===== src/rtl/oled_spi_arbiter.sv =====
`default_nettype none
// ============================================================================
// oled_spi_arbiter : shares one SPI byte serializer for an SSD1306 Pmod OLED
//                    between a command requester (DC=0) and a pixel-data
//                    requester (DC=1). Optional macro: OLED_ARB_BURST_LIMIT_EN
// Rev 1.0
// ============================================================================
module oled_spi_arbiter #(
  parameter int CLK_DIV   = 1,
  parameter int CS_SETUP  = 1,
  parameter int CS_GAP    = 2,
  parameter int MAX_BURST = 128
) (
  input  logic       clk,
  input  logic       rst,
  input  logic       cmd_valid,
  input  logic [7:0] cmd_byte,
  output logic       cmd_ready,
  input  logic       data_valid,
  input  logic [7:0] data_byte,
  input  logic       data_last,
  output logic       data_ready,
  output logic       busy,
  output logic       io_sclk,
  output logic       io_sdin,
  output logic       io_cs,
  output logic       io_dc
);

  typedef enum logic [2:0] {
    IDLE  = 3'd0,
    SETUP = 3'd1,
    SHIFT = 3'd2,
    NEXT  = 3'd3,
    GAP   = 3'd4
  } state_t;

  typedef enum logic [1:0] {
    OWN_NONE = 2'd0,
    OWN_CMD  = 2'd1,
    OWN_DATA = 2'd2
  } owner_t;

  localparam logic [15:0] DIV_LAST   = 16'(CLK_DIV - 1);
  localparam logic [15:0] SETUP_LAST = 16'(CS_SETUP - 1);
  localparam logic [15:0] GAP_LAST   = 16'(CS_GAP - 1);

  state_t      state, state_n;
  owner_t      owner, owner_n;
  logic        lock, lock_n;
  logic [7:0]  shreg, shreg_n;
  logic [2:0]  bit_idx, bit_idx_n;
  logic        phase, phase_n;   // 0 = SCLK low half of a bit, 1 = high half
  logic [15:0] tick, tick_n;     // SETUP/GAP wait counter, SCLK divider in SHIFT
  logic        dc, dc_n;
  logic        take_cmd, take_data;

`ifdef OLED_ARB_BURST_LIMIT_EN
  localparam logic [7:0] BURST_MAX = 8'((MAX_BURST > 255) ? 255 : MAX_BURST);
  logic [7:0] burst_cnt, burst_cnt_n;
`else
  // MAX_BURST has no effect when a locked burst always runs to data_last.
  if (MAX_BURST < 0) begin : g_max_burst_unused
  end
`endif

  always_comb begin
    state_n    = state;
    owner_n    = owner;
    lock_n     = lock;
    shreg_n    = shreg;
    bit_idx_n  = bit_idx;
    phase_n    = phase;
    tick_n     = tick;
    dc_n       = dc;
    cmd_ready  = 1'b0;
    data_ready = 1'b0;
`ifdef OLED_ARB_BURST_LIMIT_EN
    burst_cnt_n = burst_cnt;
`endif

    case (state)
      IDLE: begin
        if (cmd_valid) begin
          cmd_ready = 1'b1;
        end else if (data_valid) begin
          data_ready = 1'b1;
        end
      end
      SETUP: begin
        if (tick == SETUP_LAST) begin
          state_n   = SHIFT;
          tick_n    = '0;
          phase_n   = 1'b0;
          bit_idx_n = 3'd7;
        end else begin
          tick_n = tick + 16'd1;
        end
      end
      SHIFT: begin
        if (tick != DIV_LAST) begin
          tick_n = tick + 16'd1;
        end else begin
          tick_n = '0;
          if (!phase) begin
            phase_n = 1'b1;
          end else if (bit_idx == 3'd0) begin
            state_n = NEXT;
          end else begin
            phase_n   = 1'b0;
            bit_idx_n = bit_idx - 3'd1;
            shreg_n   = {shreg[6:0], 1'b0};
          end
        end
      end
      NEXT: begin
        if (owner == OWN_CMD) begin
          if (cmd_valid) begin
            cmd_ready = 1'b1;
          end else begin
            state_n = GAP;
            tick_n  = '0;
          end
        end else if (!lock) begin
          state_n = GAP;
          tick_n  = '0;
`ifdef OLED_ARB_BURST_LIMIT_EN
        end else if (burst_cnt >= BURST_MAX && cmd_valid) begin
          // Suspend the burst; lock stays set so IDLE resumes it after the command.
          state_n     = GAP;
          tick_n      = '0;
          burst_cnt_n = '0;
`endif
        end else if (data_valid) begin
          data_ready = 1'b1;
        end
      end
      GAP: begin
        if (tick == GAP_LAST) begin
          state_n = IDLE;
          tick_n  = '0;
        end else begin
          tick_n = tick + 16'd1;
        end
      end
      default: begin
        state_n = IDLE;
      end
    endcase

    take_cmd  = cmd_valid && cmd_ready;
    take_data = data_valid && data_ready;

    if (take_cmd || take_data) begin
      state_n   = (state == IDLE) ? SETUP : SHIFT;
      owner_n   = take_cmd ? OWN_CMD : OWN_DATA;
      shreg_n   = take_cmd ? cmd_byte : data_byte;
      dc_n      = take_data;
      tick_n    = '0;
      phase_n   = 1'b0;
      bit_idx_n = 3'd7;
      if (take_data) begin
        lock_n = ~data_last;
      end
    end

`ifdef OLED_ARB_BURST_LIMIT_EN
    if (take_data) begin
      burst_cnt_n = data_last ? 8'd0 :
                    ((burst_cnt == 8'hFF) ? burst_cnt : burst_cnt + 8'd1);
    end
`endif
  end

  // Pins are registered from the next-state values so they change cleanly with the FSM.
  always_ff @(posedge clk) begin
    if (rst) begin
      state   <= IDLE;
      owner   <= OWN_NONE;
      lock    <= 1'b0;
      shreg   <= '0;
      bit_idx <= '0;
      phase   <= 1'b0;
      tick    <= '0;
      dc      <= 1'b1;
      io_cs   <= 1'b1;
      io_sclk <= 1'b1;
      io_sdin <= 1'b0;
`ifdef OLED_ARB_BURST_LIMIT_EN
      burst_cnt <= '0;
`endif
    end else begin
      state   <= state_n;
      owner   <= owner_n;
      lock    <= lock_n;
      shreg   <= shreg_n;
      bit_idx <= bit_idx_n;
      phase   <= phase_n;
      tick    <= tick_n;
      dc      <= dc_n;
      io_cs   <= !(state_n == SETUP || state_n == SHIFT || state_n == NEXT);
      io_sclk <= !(state_n == SHIFT && !phase_n);
      if (state_n == SHIFT) begin
        io_sdin <= shreg_n[7];
      end
`ifdef OLED_ARB_BURST_LIMIT_EN
      burst_cnt <= burst_cnt_n;
`endif
    end
  end

  assign io_dc = dc;
  assign busy  = (state != IDLE);

endmodule
`default_nettype wire


===== config.mk =====
export PLATFORM = sky130hd
export DESIGN_NAME = oled_spi_arbiter
export DESIGN_NICKNAME = d
export VERILOG_FILES = /design/src/rtl/oled_spi_arbiter.sv
export SDC_FILE = /design/constraint.sdc
export NUM_CORES = 1
export LEC_CHECK = 0
export CAP_MARGIN = 20
export CORE_UTILIZATION = 38
export CTS_BUF_LIST = sky130_fd_sc_hd__clkbuf_2
export DETAILED_ROUTE_END_ITERATION = 8
export PLACE_DENSITY = 0.58
export SETUP_SLACK_MARGIN = 0.3
export SLEW_MARGIN = 10
export SYNTH_ARGS = -nofsm -noshare
export SYNTH_HDL_FRONTEND = slang
export SYNTH_SLANG_ARGS = --single-unit

===== constraint.sdc =====
create_clock -name clk -period 2.5 [get_ports clk]
set_clock_uncertainty 0.2 [all_clocks]
set_input_delay 0.5 -clock clk [delete_from_list [all_inputs] [get_ports clk]]
set_output_delay 0.5 -clock clk [all_outputs]
set_load 0.02 [all_outputs]

======== Yosys cells after proc, flatten, opt, wreduce, memory -nomap -nowiden ========
Index checks and enable logic that the tools add are counted.
storage, ports and cells
  register bits ........................... 38
  output and inout bits ................... 7
  logic and storage cells ................. 100
operators by class
  $add $sub $neg .......................... 2
  equal/unequal tests ..................... 17
  multiplexer cells ....................... 45
  bitwise gates (word level) .............. 1
  reduce and logical (&&, ||, !) cells .... 23
operators with widths
  kind                   count
  $mux 16                6
  $pmux 16 s4            1
  $mux 8                 6
  $mux 3                 14
  $ne 3x3->1 const B     6
  $add 16x1->16 const B  1
  $eq 16x1->1 const B    1
  $logic_not 16->1       1
  $reduce_bool 16->1     1
  $pmux 3 s5             1
  $eq 3x2->1 const B     4
  $mux 1                 11
  $eq 3x1->1 const B     2
  $logic_not 3->1        2
  $pmux 1 s2             3
  $pmux 3 s2             1
  $reduce_bool 3->1      2
  $reduce_and 5->1       1
  $mux 2                 2
  $ne 2x1->1 const B     2
  $reduce_and 4->1       1
  $reduce_bool 2->1      2
  $reduce_bool 4->1      1
  $eq 3x3->1 const B     1
  other kinds (9)        15

======== Longest topological paths before layout ========
Gate-level depths: netlist of the first run.
  depth in word-level cells ............... 11
  gate-level depth with buffers ........... 8
  depth with buffers taken out ............ 8

======== Worst setup path before layout of the first run ========
No wires, ideal clock.
  kind .................................... register to register
  from .................................... register tick[4]
  to ...................................... register io_sdin
  arrival time ............................ 2.204 ns
  required time ........................... 2.179 ns
  slack ................................... -0.025 ns
  stages on the path, launching flop included .. 7
  buffers on the path ..................... 0
  path through ............................ dfxtp_1 -> or4_4 -> nor4_4 -> nand4_1 -> a311o_1 -> nor2b_4 -> mux2_4
on the way
  cells in the longest elaborated chain, start to end .. 5
ends and longest elaborated chain
  item                                 RTL line      text
  from (decl)                          54            logic [15:0] tick, tick_n;
  from (signal assigned)               199           tick <= tick_n;
  $eq 16x1->1 (tied with other cells)  139           if (tick == GAP_LAST) begin
  $mux 3, on equally long branches     139, 101, 91
  $pmux 3 s5                           82            case (state)
  $mux 3                               154           if (take_cmd || take_data) begin
  $eq 3x2->1                           203           if (state_n == SHIFT) begin
  to (signal assigned)                 204           io_sdin <= shreg_n[7];
  to (decl)                            25            output logic io_sdin,
Several ways; a longest one is shown, not always the timed one. The select of a mux whose other input is x is not followed.
A chain may end at the register's enable or synchronous reset.

======== Worst setup path after layout of the first run ========
  from .................................... register tick[15]
  to ...................................... register io_sdin
The elaborated chain is that of the path after synthesis.

==> results of run 1 <==
metal layers:
layer | track usage | up-vias | routed length (um)
li1 | - | 945 | -
met1 | 0.272 | 840 | 2450
met2 | 0.291 | 30 | 2170
met3 | 0.0412 | 5 | 132
met4 | 0.0641 | 0 | 41
met5 | 0 | - | 0
Yosys cell counts, drive strengths merged, types with 2 or more instances:
| master | count | area, um2 |
|---|---|---|
| nor2 | 28 | 105 |
| ha | 5 | 62.6 |
| a211oi | 8 | 60.1 |
| nand4 | 5 | 31.3 |
| nand2 | 16 | 60.1 |
| nor4 | 2 | 27.5 |
| mux2i | 4 | 40.0 |
| and2 | 3 | 20.0 |
| a31oi | 6 | 37.5 |
| nand2b | 2 | 12.5 |
| or4 | 3 | 33.8 |
| and3 | 4 | 25.0 |
| nor3 | 4 | 20.0 |
| or3 | 4 | 25.0 |
| o21ai | 11 | 55.1 |
| o211ai | 2 | 15.0 |
| or3b | 2 | 17.5 |
| dfxtp | 38 | 761 |
| buf | 4 | 31.3 |
| mux2 | 2 | 26.3 |
| inv | 9 | 33.8 |
| xnor2 | 3 | 26.3 |
| clkbuf | 6 | 26.3 |
| a21oi | 12 | 60.1 |
| a22oi | 7 | 52.6 |
| nand3 | 12 | 60.1 |
| nor2b | 5 | 41.3 |
| xor2 | 10 | 87.6 |
| nor3b | 2 | 15.0 |
worst reg2reg max path: stages (launching register included):
cell     delay, ns
dfxtp_2       0.37
or4_4         0.56
nor4_4        0.36
buf_4         0.22
o31ai_1       0.08
buf_4         0.16
nor2b_4       0.12
mux2_4        0.30
per-stage QoR:
stage	utilization	power, uW	std cells	area, um2
after floorplan	-	1140	230	1980
after global placement	0.523	1420	347	2530
after detailed placement	0.523	1430	347	2530
after CTS	0.542	1720	359	2630
after global routing	0.562	1900	359	2730
final	0.562	1780	359	2730
power groups by stage:
| stage | Sequential, uW | Combinational [uW] | Clock [uW] |
|---|---|---|---|
| 2_1_floorplan | 743 | 395 | 0 |
| 5_1_grt | 753 | 835 | 316 |
| 6_report | 742 | 763 | 277 |
| 4_1_cts | 728 | 709 | 287 |
| 3_3_place_gp | 737 | 687 | 0 |
| 3_5_place_dp | 737 | 697 | 0 |
cell usage in the layout (no fill, tap or decap), types with 4 or more instances in the layout:
cell | netlist | final
o21ai_0 | 10 | 7
ha_1 | 5 | 5
inv_1 | 9 | 7
clkbuf_2 | 0 | 6
a21oi_1 | 12 | 11
buf_4 | 2 | 34
nor2_1 | 28 | 26
and3_1 | 4 | 4
a22oi_1 | 7 | 7
nand4_1 | 5 | 5
xor2_1 | 10 | 10
mux2i_1 | 4 | 4
nor3_1 | 4 | 4
clkdlybuf4s50_1 | 0 | 24
buf_6 | 1 | 4
nand3_1 | 12 | 12
dfxtp_1 | 38 | 28
nand2_1 | 16 | 14
a31oi_1 | 6 | 5
a211oi_1 | 8 | 5
dfxtp_2 | 0 | 7
what timing repair did:
item                       4_1_cts  5_1_grt
gates resized for setup         26       29
cloned                           0        0
hold buffers                     0        0
pin swaps                        5        5
setup endpoints to repair       20       33
setup buffers                    4        0
state kept, by name (all words and copies together) (netlist names):
name and count:
tick 16, io_sdin 1, state 3, lock 1, bit_idx 3, owner 2, shreg 8, io_dc 1
phase 1, io_sclk 1, io_cs 1
layout make-up:
| class | count | area (um2) |
|---|---|---|
| multi-input combinational | 173 | 1220 |
| inverter | 9 | 33.8 |
| sequential | 38 | 781 |
| clock buffer | 6 | 30.0 |
| timing repair buffer | 64 | 566 |
| tap | 67 | 83.8 |
| clock inverter | 2 | 8.76 |
| fill | 466 | 2120 |
kinds of logic (layout without fill, tap and decap cells):
| group | after synthesis | after routing | share of synthesized area |
|---|---|---|---|
| buffers and inverters | 19 | 81 | 0.0465 |
| AND/OR/NAND/NOR | 95 | 95 | 0.265 |
| XOR/XNOR | 13 | 13 | 0.0580 |
| multiplexers | 6 | 6 | 0.0338 |
| flip-flops | 38 | 38 | 0.387 |
| AO/OA/AOI/OAI | 54 | 54 | 0.178 |
| adder cells (fa/ha/maj) | 5 | 5 | 0.0318 |
worst max-delay path by stage:
stage	start	endpoint	slack, ns	cells past startpoint
floorplan	tick[15]	io_sdin	0.09	6
global placement	cmd_valid	data_ready	-0.29	5
detailed placement	cmd_valid	data_ready	-0.30	5
CTS	tick[15]	io_sdin	0.08	6
global route	tick[15]	io_sdin	-0.02	7
finish	tick[15]	io_sdin	0.04	7
==> impl_metrics.json, run 1 <==
{
  "num_vias": 1820,
  "ys_types": 49,
  "wl_per_cell_um": 13.4,
  "layout-drive-gt1-share": 0.301,
  "holdPathEnd": "io_dc",
  "die_x_um": 73.9,
  "status": "finished clean",
  "whs_ns": 0.278,
  "slew_violations": 0,
  "cts.sink_count": 38,
  "dr.first_iter.drc_count": 96,
  "finalWorstSetupSlack_ns": 0.0410,
  "setup_viol": 0,
  "vias_per_cell": 5.07,
  "cp-start-kind": "register",
  "area_delta_synth_final_pct": 38.7,
  "grt.total_usage": 0.193,
  "wl_um": 4800,
  "fin_crit_sh": 0.984,
  "clkTransAtPathRegs_ns": 0.20,
  "end_kind": "register",
  "grt_max_degree": 20,
  "combPwrFrac": 0.428,
  "port_buffers": 27,
  "place_congestion": 0.759,
  "grt_pass1_wl_um": 8000,
  "grt_pass1_vias": 1719,
  "cts-root-buf": "clkbuf_2",
  "clockPowerShare": 0.155,
  "ctsLongestPathBuffers": 2,
  "async_reset_ff_frac": 0,
  "critical_path_arrival_ns": 2.56,
  "swShare": 0.362,
  "drt_pass1_iterations": 4,
  "r2r_start": "tick[15]",
  "worstMarginPinSlew_ns": 0.313,
  "maxCapViolCount": 0,
  "hold_start": "io_dc",
  "dp_hpwl_um": 3410,
  "crit_type": "register to register",
  "rsz0062_at_grt": "yes",
  "cp.required_ns": 2.60,
  "ys_seq_area_frac": 0.387,
  "finalNetCount": 317,
  "fin_setup_tns_ns": 0,
  "rows": 25,
  "cp_cell_sequence": "or4_4 -> nor4_4 -> buf_4 -> o31ai_1 -> buf_4 -> nor2b_4 -> mux2_4",
  "pin_count": 28,
  "intPower_uw": 1140,
  "crit_top_cell": "buf_4",
  "finalHoldViolCount": 0,
  "start_util": 0.405,
  "antenna_found_initial": 0,
  "grt_overflow": 0,
  "switchingPower_uw": 646,
  "path_delay_family": "simple AND/OR/NAND/NOR gates",
  "synth.avg_cell_area_um2": 8.54,
  "regToRegSetupSlack_ns": 0.04,
  "p_seq_frac": 0.416,
  "ant_nets": 0,
  "fmax_mhz": 407,
  "place_ws_ns": -0.300,
  "cts_tree": "done",
  "numCtsBuffers": 5,
  "leakage_uw": 0.00106,
  "syn-num-nets": 256,
  "whs_path_depth": 2,
  "diodes": 0,
  "clkLatencyLatePin_ns": 0.39,
  "htreeDepth": 2,
  "synthFlopType": "dfxtp_1",
  "rr_worst_depth": 7,
  "dieArea_um2": 5460,
  "crit_fanout": 5,
  "slowest_delay_ns": 0.56,
  "synth_seq_cells": 38,
  "slew_headroom": 0.790,
  "syn_area_um2": 1960,
  "holdCritPathClass": "register to register",
  "peakVddDrop_uv": 327,
  "power_per_cell_area_nw_per_um2": 654,
  "die_height_um": 73.9,
  "cpMaxStageDelayCell": "or4_4",
  "critical_path_buf_inv_count": 2,
  "min_period_ns": 2.46,
  "synth_edf_count": 0,
  "drc": 0,
  "r2r-end": "io_sdin",
  "yosysWarningCount": 0,
  "syn_inst": 230,
  "core_um2": 4850
}
(Power assumes the default switching activity.)
==> inputs of run 2 (changes only) <==
- CAP_MARGIN: 20 -> 0
==> results of run 2 <==
No change in the layout: final DEF, timing and power equal those of run 1.
